--- src/rtl/pipe_ctrl.sv ---
// Pipeline stall controller: merges ID/EX/MEM stall requests into the stall vector,
// holds EX for multi-cycle operations and counts stalled cycles.
module pipe_ctrl #(
  parameter int unsigned MAXW   = 6,
  parameter int unsigned PERF_W = 32
) (
  input  logic            clk,
  input  logic            rst,
  input  logic            stallreq_from_id,
  input  logic            stallreq_from_ex,
  input  logic            stallreq_from_mem,
  input  logic            ex_multi_start,
  input  logic [MAXW-1:0] ex_multi_len,
  input  logic            flush,
  input  logic            perf_clr,
  output logic [5:0]      stall,
  output logic            ex_busy_o,
  output logic            ex_ready_o,
  output logic [31:0]     stall_cycles_o
);

  typedef enum logic [1:0] {StIdle, StBusy, StDone} state_e;

  state_e            state_q, state_d;
  logic [MAXW-1:0]   cnt_q, cnt_d;
  logic [PERF_W-1:0] perf_q;
  logic              accept;

  // Everything is masked while reset is held low.
  always_comb begin
    accept     = rst && (state_q == StIdle) && ex_multi_start && !flush &&
                 (ex_multi_len != '0);
    ex_busy_o  = rst && (state_q == StBusy);
    ex_ready_o = rst && (state_q == StDone);
    stall      = 6'b000000;
    if (rst) begin
      if (stallreq_from_mem) begin
        stall = 6'b011111;
      end else if (stallreq_from_ex || ex_busy_o || accept) begin
        stall = 6'b001111;
      end else if (stallreq_from_id) begin
        stall = 6'b000111;
      end
    end
  end

  always_comb begin
    state_d = state_q;
    cnt_d   = cnt_q;
    unique case (state_q)
      StIdle: begin
        if (accept) begin
          if (ex_multi_len == MAXW'(1)) begin
            state_d = StDone;
          end else begin
            state_d = StBusy;
            cnt_d   = ex_multi_len - MAXW'(1);
          end
        end
      end
      StBusy: begin
        // A MEM stall freezes the countdown.
        if (!stall[4]) begin
          if (cnt_q == MAXW'(1)) begin
            state_d = StDone;
            cnt_d   = '0;
          end else begin
            cnt_d = cnt_q - MAXW'(1);
          end
        end
      end
      StDone: begin
        if (!stall[3]) begin
          state_d = StIdle;
        end
      end
      default: state_d = StIdle;
    endcase
    if (flush) begin
      state_d = StIdle;
      cnt_d   = '0;
    end
  end

  always_ff @(posedge clk) begin
    if (!rst) begin
      state_q <= StIdle;
      cnt_q   <= '0;
      perf_q  <= '0;
    end else begin
      state_q <= state_d;
      cnt_q   <= cnt_d;
      if (perf_clr) begin
        perf_q <= '0;
      end else if (stall[0] && (perf_q != '1)) begin
        perf_q <= perf_q + PERF_W'(1);
      end
    end
  end

  assign stall_cycles_o = 32'(perf_q);

endmodule

--- config.mk ---
export PLATFORM = sky130hd
export DESIGN_NAME = pipe_ctrl
export DESIGN_NICKNAME = d
export VERILOG_FILES = /design/src/rtl/pipe_ctrl.sv
export SDC_FILE = /design/constraint.sdc
export NUM_CORES = 1
export LEC_CHECK = 0
export BUFFER_PORTS_ARGS = -buffer_cell sky130_fd_sc_hd__buf_2
export CAP_MARGIN = 20
export CORE_UTILIZATION = 54
export DETAILED_ROUTE_END_ITERATION = 7
export GPL_TIMING_DRIVEN = 0
export PLACE_DENSITY = 0.77
export SETUP_SLACK_MARGIN = 0.5
export SLEW_MARGIN = 20
export SYNTH_ARGS = -nofsm -noshare
export SYNTH_HDL_FRONTEND = slang
export SYNTH_SLANG_ARGS = --single-unit
--- constraint.sdc ---
create_clock -name clk -period 3.2 [get_ports clk]
set_input_delay 0 -clock clk [delete_from_list [all_inputs] [get_ports clk]]
set_output_delay 0 -clock clk [all_outputs]
set_load 0.05 [all_outputs]
==> out/metrics.yaml, run 1 <==
status:
  outcome: "complete, no violations"
sta:
  tightestPinTransition_ps: 812
  grt_setup_unrepaired: "false"
  max_freq_mhz: 395
  setup_tns_ps: 0
  skew_ps: 9.85
  slew_headroom: 0.452
  holdWs_ps: 99.3
  final_max_slew_viol_count: 0
  hold_violations: 0
  min_period_over_period: 0.792
  layout_min_cycle_time_ps: 2530
  finalSetupViolations: 0
grt:
  grt_max_degree: 12
  grt_usage: 0.277
  grt_first_pass_wirelength_mm: 9.67
  antenna_found_initial: 0
  overflow: 0
  grt_pass1_vias: 2176
worst_hold_path:
  hp-class: "in2reg"
  holdPathStages: 4
worst_setup_path:
  worstPathArrival_ps: 2760
  cpPeakStageDelay_ps: 420
  cp-start-kind: "register"
  cp_max_fo: 10
  cpMaxStageDelayCell: "a2111o_1"
  critical_path.most_common_cell: "or3_1"
  cp_cell_sequence: "ha_1, nand3_2, or3_1, buf_2, a2111o_1, buf_6, or3_1, a21oi_1"
  reg2reg_depth: 8
  crit_type: "reg2reg"
  cp_data_required_time_ps: 3420
  crit_path_end_kind: "register"
logic_synthesis:
  ys_seq_elements: 40
  yosys_warnings: 0
  synth_top_area_cell: "dfxtp_1"
  synth_most_common_cell: "dfxtp_1"
  synth_edf_count: 0
  synth_area_um2: 2380
  synth_common_cells: "dfxtp_1 (40), a21oi_1 (35), nand2_1 (20)"
  synth_area_leaders: "dfxtp_1 (34%), a21oi_1 (7.4%), or4_1 (4.7%)"
  yosys_most_used_dff: "dfxtp_1"
  seq_area_frac_synth: 0.337
  ys_types: 54
  netlist_instances: 297
  synth_fp_nets: 317
  synth_top_area_frac: 0.337
  postSynthAreaPerCell_um2: 8.00
  async_flop_share: 0
placed_design:
  place_inst: 399
  gp_congestion: 0.798
  hpwlAfterDp_mm: 4.45
  io_buffers: 52
cts:
  holdBufCountCts: 0
  cts_resized: 0
  cts_sinks: 40
  cts_setup_buffers: 0
  tritoncts: "yes"
  htree_levels: 2
  clk-insertion-delay-late_ps: 300
  path_clk_slew_ps: 70
  cts_inserted_buffers: 5
  cts.path.max_buffers: 2
  root_buffer: "clkbuf_8"
pwr:
  power.share.clock: 0.370
  power.density_nw_per_um2: 352
  p_leak_nw: 1.04
  internal-power_uw: 731
  ir_drop_mv: 0.251
  comb_power_share: 0.118
  seq_power_share: 0.512
  switchingPower_uw: 253
  swShare: 0.257
detailed_routing:
  drtIter0Drc: 185
  drc: 0
  dr.pass1.iters: 5
  num_vias: 2487
  ant_nets: 0
  routedWlPerCell_um: 14.8
  viasPerCell: 6.13
  totalWireLength_mm: 5.99
floorplan:
  initial_core_util: 0.578
  core.rowCount: 23
  die_w_um: 68.4
  die_y_um: 68.4
  coreArea_um2: 4120
  die-area_um2: 4670
  top_level_ports: 54
finish:
  nets: 376
  fin_util: 0.680
  synthToLayoutAreaGrowth_pct: 17.7
  n_antenna_cell: 0
  final_cells: 406
  layout-drive-gt1-share: 0.213
  fillCellCount: 376
run:
  maxCapViolations: 0
[metrics by stage]
step,cell area (um^2),worst slack [ps],power (mW)
after global placement,2700,749,0.628
after detailed placement,2700,694,0.630
after floorplan,2380,507,0.597
after global routing,2800,504,1.02
final,2800,665,0.984
after CTS,2800,619,0.992
[power by group through the flow]
stage / logic (mW) / registers [mW] / clock network, mW
after detailed placement: 0.114 / 0.516 / 0
after floorplan: 0.0792 / 0.518 / 0
final: 0.116 / 0.504 / 0.364
after global routing: 0.128 / 0.505 / 0.391
after global placement: 0.113 / 0.516 / 0
after CTS: 0.115 / 0.504 / 0.373
[critical path: cells and delay by family (launching register included)]
family,cells,cell delay [ps]
buffers and inverters,2,320
and+or+nand+nor,3,900
adders and majority gates,1,250
AOI/OAI and AO/OA,2,580
DFF,1,400
[final timing paths]
kind                                      endpoint  slack, ps         startpoint
worst min register to register            cnt_q[1]        470           cnt_q[1]
worst min-delay path                      cnt_q[0]        100    ex_multi_len[0]
worst max-delay path            stall_cycles_o[26]        670  stall_cycles_o[0]
worst max register to register  stall_cycles_o[26]        670  stall_cycles_o[0]
[sequential cells by signal, summed over array words and instances (netlist names)]
name            flops
stall_cycles_o     32
cnt_q               6
state_q             2
[logic make-up (layout without fill, tap and decap cells)]
family	after synthesis	in the layout	share of synthesized area
compound gates	97	97	0.263
xor+xnor	6	6	0.0221
fa+ha+maj	6	6	0.0316
buf+inv	27	86	0.0516
flops	40	40	0.337
mux	2	2	0.00842
other cells	1	1	0.00158
simple gates	118	118	0.285
[routing by layer]
metal  track usage  routed length (um)  up-vias
met5             0                   0        -
met4         0.115                  99        0
met3        0.0500                 256       10
met2         0.452                2730       62
met1         0.354                2910     1164
li1              -                   -     1251
[cells in the final DEF (no fill, tap or decap), drive strengths merged, types with 4 or more instances in the layout]
cell | synthesis | final
ha | 6 | 6
inv | 12 | 12
nor3 | 10 | 10
or4 | 15 | 15
dfxtp | 40 | 40
nor2 | 18 | 18
nand3 | 11 | 11
a21oi | 35 | 35
clkbuf | 7 | 14
buf | 8 | 60
o21ai | 20 | 20
nand2b | 4 | 4
nand2 | 20 | 20
or3 | 13 | 13
nand4 | 7 | 7
xnor2 | 6 | 6
o31ai | 12 | 12
[final cells by class]
type / count / area [um^2] / share of cell area
Buffer: 15 / 78.8 / 0.0282
Clock buffer: 7 / 96.3 / 0.0344
Inverter: 12 / 45.0 / 0.0161
Multi-Input combinational cell: 230 / 1450 / 0.520
Sequential cell: 40 / 801 / 0.286
Tap cell: 50 / 62.6 / 0.0224
Timing Repair Buffer: 52 / 260 / 0.0930
Power figures use the tool's default switching activity.
==> run 2, diff against run 1 <==
==> constraint.sdc (replaced) <==
create_clock -name clk -period 2.4 [get_ports clk]
set_input_delay 0 -clock clk [delete_from_list [all_inputs] [get_ports clk]]
set_output_delay 0 -clock clk [all_outputs]
set_load 0.05 [all_outputs]
==> run 2 against run 1 <==
Compared with the run above:
- non-clock buffer count rose by 51
- cell count rose by 13%
- sequential cell count did not move
- largest cell class unchanged
- clock-buffer cell count fell by 1
- combinational power rose by 89%
- via count rose by 15%
- largest power group unchanged
- fmax rose by 23%
- worst hold slack improved by 6.6 ps
- routed wire length rose by 28%
- critical endpoint is now stall_cycles_o[28]
- die area did not move
==> out/metrics.yaml, run 2 (synthesized netlist as in run 1, its figures left out) <==
floorplan:
  die_y_um: 68.4
  initial_core_util: 0.578
  core.rowCount: 23
  top_level_ports: 54
  die_w_um: 68.4
  die-area_um2: 4670
  coreArea_um2: 4120
detailed_routing:
  routedWlPerCell_um: 16.8
  ant_nets: 0
  viasPerCell: 6.25
  dr.pass1.iters: 5
  totalWireLength_mm: 7.68
  num_vias: 2863
  drtIter0Drc: 207
  drc: 0
finish:
  largest_reg_flops: 32
  final_cell_mix: "buf_2 (50), buf_4 (45), a21oi_1 (31)"
  synthToLayoutAreaGrowth_pct: 50.9
  n_antenna_cell: 0
  final_cells: 458
  layout-drive-gt1-share: 0.483
  fillCellCount: 221
  nets: 427
  final_common_cell: "buf_2"
grt:
  overflow: 0
  grtUsageMet2: 0.543
  grt_first_pass_wirelength_mm: 10.9
  grt_max_degree: 14
  gr-usage-met3: 0.0450
  antenna_found_initial: 0
  grt_util_met1: 0.379
  grt_pass1_vias: 2411
  grt_usage: 0.313
  grt_busiest_layer: "met2"
sta:
  setup_tns_ps: 0
  layout_min_cycle_time_ps: 2070
  grt_setup_unrepaired: "true"
  min_period_over_period: 0.862
  hold_violations: 0
  max_freq_mhz: 484
  finalSetupViolations: 0
  final_max_slew_viol_count: 0
  skew_ps: 11.0
  tightestPinTransition_ps: 614
  slew_headroom: 0.587
  holdWs_ps: 106
cts:
  cts_sinks: 40
  htree_levels: 2
  root_buffer: "clkbuf_8"
  path_clk_slew_ps: 80
  tritoncts: "yes"
  cts.path.max_buffers: 2
  clk-insertion-delay-late_ps: 300
  holdBufCountCts: 0
  cts_inserted_buffers: 5
worst_setup_path:
  crit_family: "simple AND/OR/NAND/NOR gates"
  crit_path_end_kind: "register"
  cpMaxStageDelayCell: "dfxtp_4"
  cp_data_required_time_ps: 2620
  worstPathArrival_ps: 2290
  cp-start-kind: "register"
  path_depth: 8
  cpPeakStageDelay_ps: 370
  cp_max_fo: 5
  reg2reg_depth: 8
  crit_type: "reg2reg"
  cp_cell_sequence: "ha_4, nand3_4, or3_1, buf_6, a2111o_1, buf_6, or3_1, a21oi_2"
  crit_buf_inv: 2
pwr:
  ir_drop_mv: 0.320
  p_leak_nw: 1.41
  power.density_nw_per_um2: 369
placed_design:
  gp_congestion: 0.783
  hpwlAfterDp_mm: 4.35
  place_inst: 399
  io_buffers: 52
worst_hold_path:
  holdPathStages: 4
  hp-class: "in2reg"
status:
  outcome: "complete, no violations"
run:
  maxCapViolations: 0
==> run 2: changes by cell type in the layout (fill, tap and decap cells not counted), sizes merged <==
cell,change
buf,+50
clkinv,+1
clkinvlp,+1
==> run 2: path summary, 6_finish.rpt <==
path                 startpoint                  to  slack (ps)
max           stall_cycles_o[0]  stall_cycles_o[28]         330
min reg2reg  stall_cycles_o[27]  stall_cycles_o[27]         490
max reg2reg   stall_cycles_o[0]  stall_cycles_o[28]         330
min             ex_multi_len[0]            cnt_q[0]         110
==> run 2: worst min-delay path: stages <==
cell and delay (ps):
buf_2 110, o22ai_1 90, nor2_1 100, a211oi_1 60
==> run 2: area by class of cell <==
cell class | count | area [um^2] | area share
repair buffers | 103 | 688 | 0.192
flip-flops and latches | 40 | 893 | 0.249
clock inverters | 2 | 11.3 | 0.00314
plain buffers | 15 | 135 | 0.0377
well taps | 50 | 62.6 | 0.0174
multi-input cells | 230 | 1680 | 0.467
inverters | 12 | 48.8 | 0.0136
clock buffers | 6 | 72.6 | 0.0202
==> run 2: power breakdown <==
group | switching (mW) | internal (mW)
clock | 0.249 | 0.204
sequential | 0.00499 | 0.646
combinational | 0.128 | 0.0918
==> run 2: per-layer routing <==
metal  wire, um  vias to the layer above
met2       3860                      122
li1           -                     1351
met3        404                       26
met5          0                        -
met1       3190                     1364
met4        225                        0
==> run 2: timing repair <==
action                                  4_1_cts  5_1_grt
cloned                                        2        0
endpoints found under the setup margin       41       41
hold endpoints to repair                      0        0
resized for setup                            26       26
buffers inserted                             36       13
pin swaps                                    15        5
==> run 2: through the flow <==
step	area (um^2)	total power [mW]	setup WS [ps]	util
after global placement	2900	0.828	174	0.706
after global routing	3590	1.37	265	0.872
after floorplan	2580	0.787	298	-
final	3590	1.32	332	0.872
after detailed placement	2900	0.831	111	0.706
after CTS	3380	1.30	365	0.822
==> run 3, diff against run 2 <==
--- a/config.mk
+++ b/config.mk
@@ -11,6 +11,7 @@
 export DETAILED_ROUTE_END_ITERATION = 7
 export GPL_TIMING_DRIVEN = 0
 export PLACE_DENSITY = 0.77
+export RECOVER_POWER = 50
 export SETUP_SLACK_MARGIN = 0.5
 export SLEW_MARGIN = 20
 export SYNTH_ARGS = -nofsm -noshare
==> run 3 against run 2 <==
Compared with the run above:
- sequential share of layout area is 0.41 points higher
- register-to-register slack worse by 30 ps
- worst setup slack worse by 27 ps
- cell area is 1.6% lower
- clock power is 0.9% higher
- via count is 0.49% higher
- power is 0.12% higher
- worst hold slack worse by 3.3 ps
- critical path depth stayed put
==> out/metrics.yaml, run 3 (synthesized netlist as in run 1, its figures left out) <==
detailed_routing:
  dr.pass1.iters: 5
  routedWlPerCell_um: 16.8
  viasPerCell: 6.28
  drtIter0Drc: 216
  num_vias: 2877
  totalWireLength_mm: 7.71
  drc: 0
  ant_nets: 0
floorplan:
  top_level_ports: 54
  die_w_um: 68.4
  initial_core_util: 0.578
  die_y_um: 68.4
  core.rowCount: 23
  die-area_um2: 4670
  coreArea_um2: 4120
sta:
  tightestPinTransition_ps: 626
  finalSetupViolations: 0
  hold_violations: 0
  setup_tns_ps: 0
  slew_headroom: 0.579
  layout_min_cycle_time_ps: 2090
  max_freq_mhz: 477
  skew_ps: 11.7
  grt_setup_unrepaired: "true"
  final_max_slew_viol_count: 0
  min_period_over_period: 0.873
pwr:
  ir_drop_mv: 0.322
  power.density_nw_per_um2: 375
  p_leak_nw: 1.26
status:
  outcome: "complete, no violations"
cts:
  cts_sinks: 40
  path_clk_slew_ps: 80
  htree_levels: 2
  cts_inserted_buffers: 5
  tritoncts: "yes"
  holdBufCountCts: 0
  root_buffer: "clkbuf_8"
  clk-insertion-delay-late_ps: 300
  cts.path.max_buffers: 2
grt:
  grt_pass1_vias: 2411
  grt_first_pass_wirelength_mm: 10.9
  antenna_found_initial: 0
  grt_usage: 0.313
  grt_max_degree: 14
  overflow: 0
finish:
  final_common_cell: "buf_4"
  largest_reg_flops: 32
  fin_util: 0.858
  fillCellCount: 249
  final_cell_mix: "buf_4 (44), clkbuf_1 (41), a21oi_1 (31)"
  n_antenna_cell: 0
  synthToLayoutAreaGrowth_pct: 48.5
  nets: 427
  layout-drive-gt1-share: 0.392
placed_design:
  io_buffers: 52
  hpwlAfterDp_mm: 4.35
  gp_congestion: 0.783
worst_setup_path:
  crit_family: "compound AO/OA/AOI/OAI gates"
  regToRegStartpoint: "cnt_q[1]"
  rrSetupSlack_ps: 310
  cpMaxStageDelayCell: "or4b_4"
  crit_type: "reg2reg"
  endpoint: "state_q[0]"
  cpPeakStageDelay_ps: 440
  cp-start-kind: "register"
  worstSetupStartpoint: "cnt_q[1]"
  crit_path_end_kind: "register"
  r2r-end: "state_q[0]"
  critical_path.most_common_cell: "o21ai_0"
  crit_buf_inv: 2
  worstPathArrival_ps: 2260
  cp_cell_sequence: "inv_1, ha_1, or4b_4, o21ai_0, clkbuf_1, o21ai_0, nand2_1, a21oi_1"
  cp_max_fo: 4
  path_depth: 8
  cp_data_required_time_ps: 2570
  reg2reg_depth: 8
run:
  maxCapViolations: 0
worst_hold_path:
  hp-class: "in2reg"
## run 3: cell count changes in the layout (fill, tap and decap cells not counted)
cell	change
o21ai_4	-1
clkbuf_1	+36
o21ai_0	+1
buf_4	-1
buf_2	-35
## run 3: worst min path at each step
stage,cells after the start,start,end
floorplan,3,perf_clr,stall_cycles_o[10]
global placement,4,perf_clr,stall_cycles_o[4]
detailed placement,4,perf_clr,stall_cycles_o[4]
CTS,4,perf_clr,stall_cycles_o[15]
global route,3,perf_clr,stall_cycles_o[17]
finish,4,ex_multi_len[0],cnt_q[0]
## run 3: final cells by class
class | instances | area [um^2] | share of cell area
Inverter | 12 | 48.8 | 0.0138
Clock inverter | 2 | 11.3 | 0.00319
Buffer | 15 | 135 | 0.0383
Tap cell | 50 | 62.6 | 0.0177
Clock buffer | 6 | 72.6 | 0.0206
Sequential cell | 40 | 893 | 0.253
Timing Repair Buffer | 103 | 641 | 0.181
Multi-Input combinational cell | 230 | 1670 | 0.472
## run 3: where the power goes
group	internal, mW	leakage (nW)	switching, mW
logic	0.0902	0.864	0.127
registers	0.646	0.346	0.00482
clock network	0.204	0.0455	0.252
## run 3: worst reg2reg max path, delay by kind of cell (launching register included)
kind,cells,cell delay [ps]
AO/OA/AOI/OAI,3,630
adder cells (fa/ha/maj),1,140
buffers and inverters,2,300
flip-flops,1,330
AND/OR/NAND/NOR,2,550
## run 3: layer usage
| metal | GRT usage | vias to the layer above | part of all wire |
|---|---|---|---|
| met2 | 0.543 | 135 | 0.50 |
| met3 | 0.0450 | 29 | 0.059 |
| met1 | 0.379 | 1362 | 0.41 |
| li1 | - | 1351 | - |
| met5 | 0 | - | 0 |
| met4 | 0.138 | 0 | 0.032 |
## run 3: per-stage QoR
| step | setup slack [ps] | area, um^2 | instances | hold slack (ps) | power (mW) |
|---|---|---|---|---|---|
| floorplan | 298 | 2580 | 297 | 230 | 0.787 |
| global placement | 174 | 2900 | 399 | 374 | 0.828 |
| detailed placement | 111 | 2900 | 399 | 397 | 0.831 |
| CTS | 365 | 3380 | 445 | 77.4 | 1.30 |
| global route | 183 | 3530 | 458 | 146 | 1.37 |
| finish | 306 | 3530 | 458 | 103 | 1.32 |
## run 3: repair_timing
item | 4_1_cts | 5_1_grt
endpoints found under the setup margin | 41 | 41
resized for setup | 26 | 26
pin swaps | 15 | 5
cloned | 2 | 0
buffers inserted | 36 | 13
endpoints found under the hold margin | 0 | 0
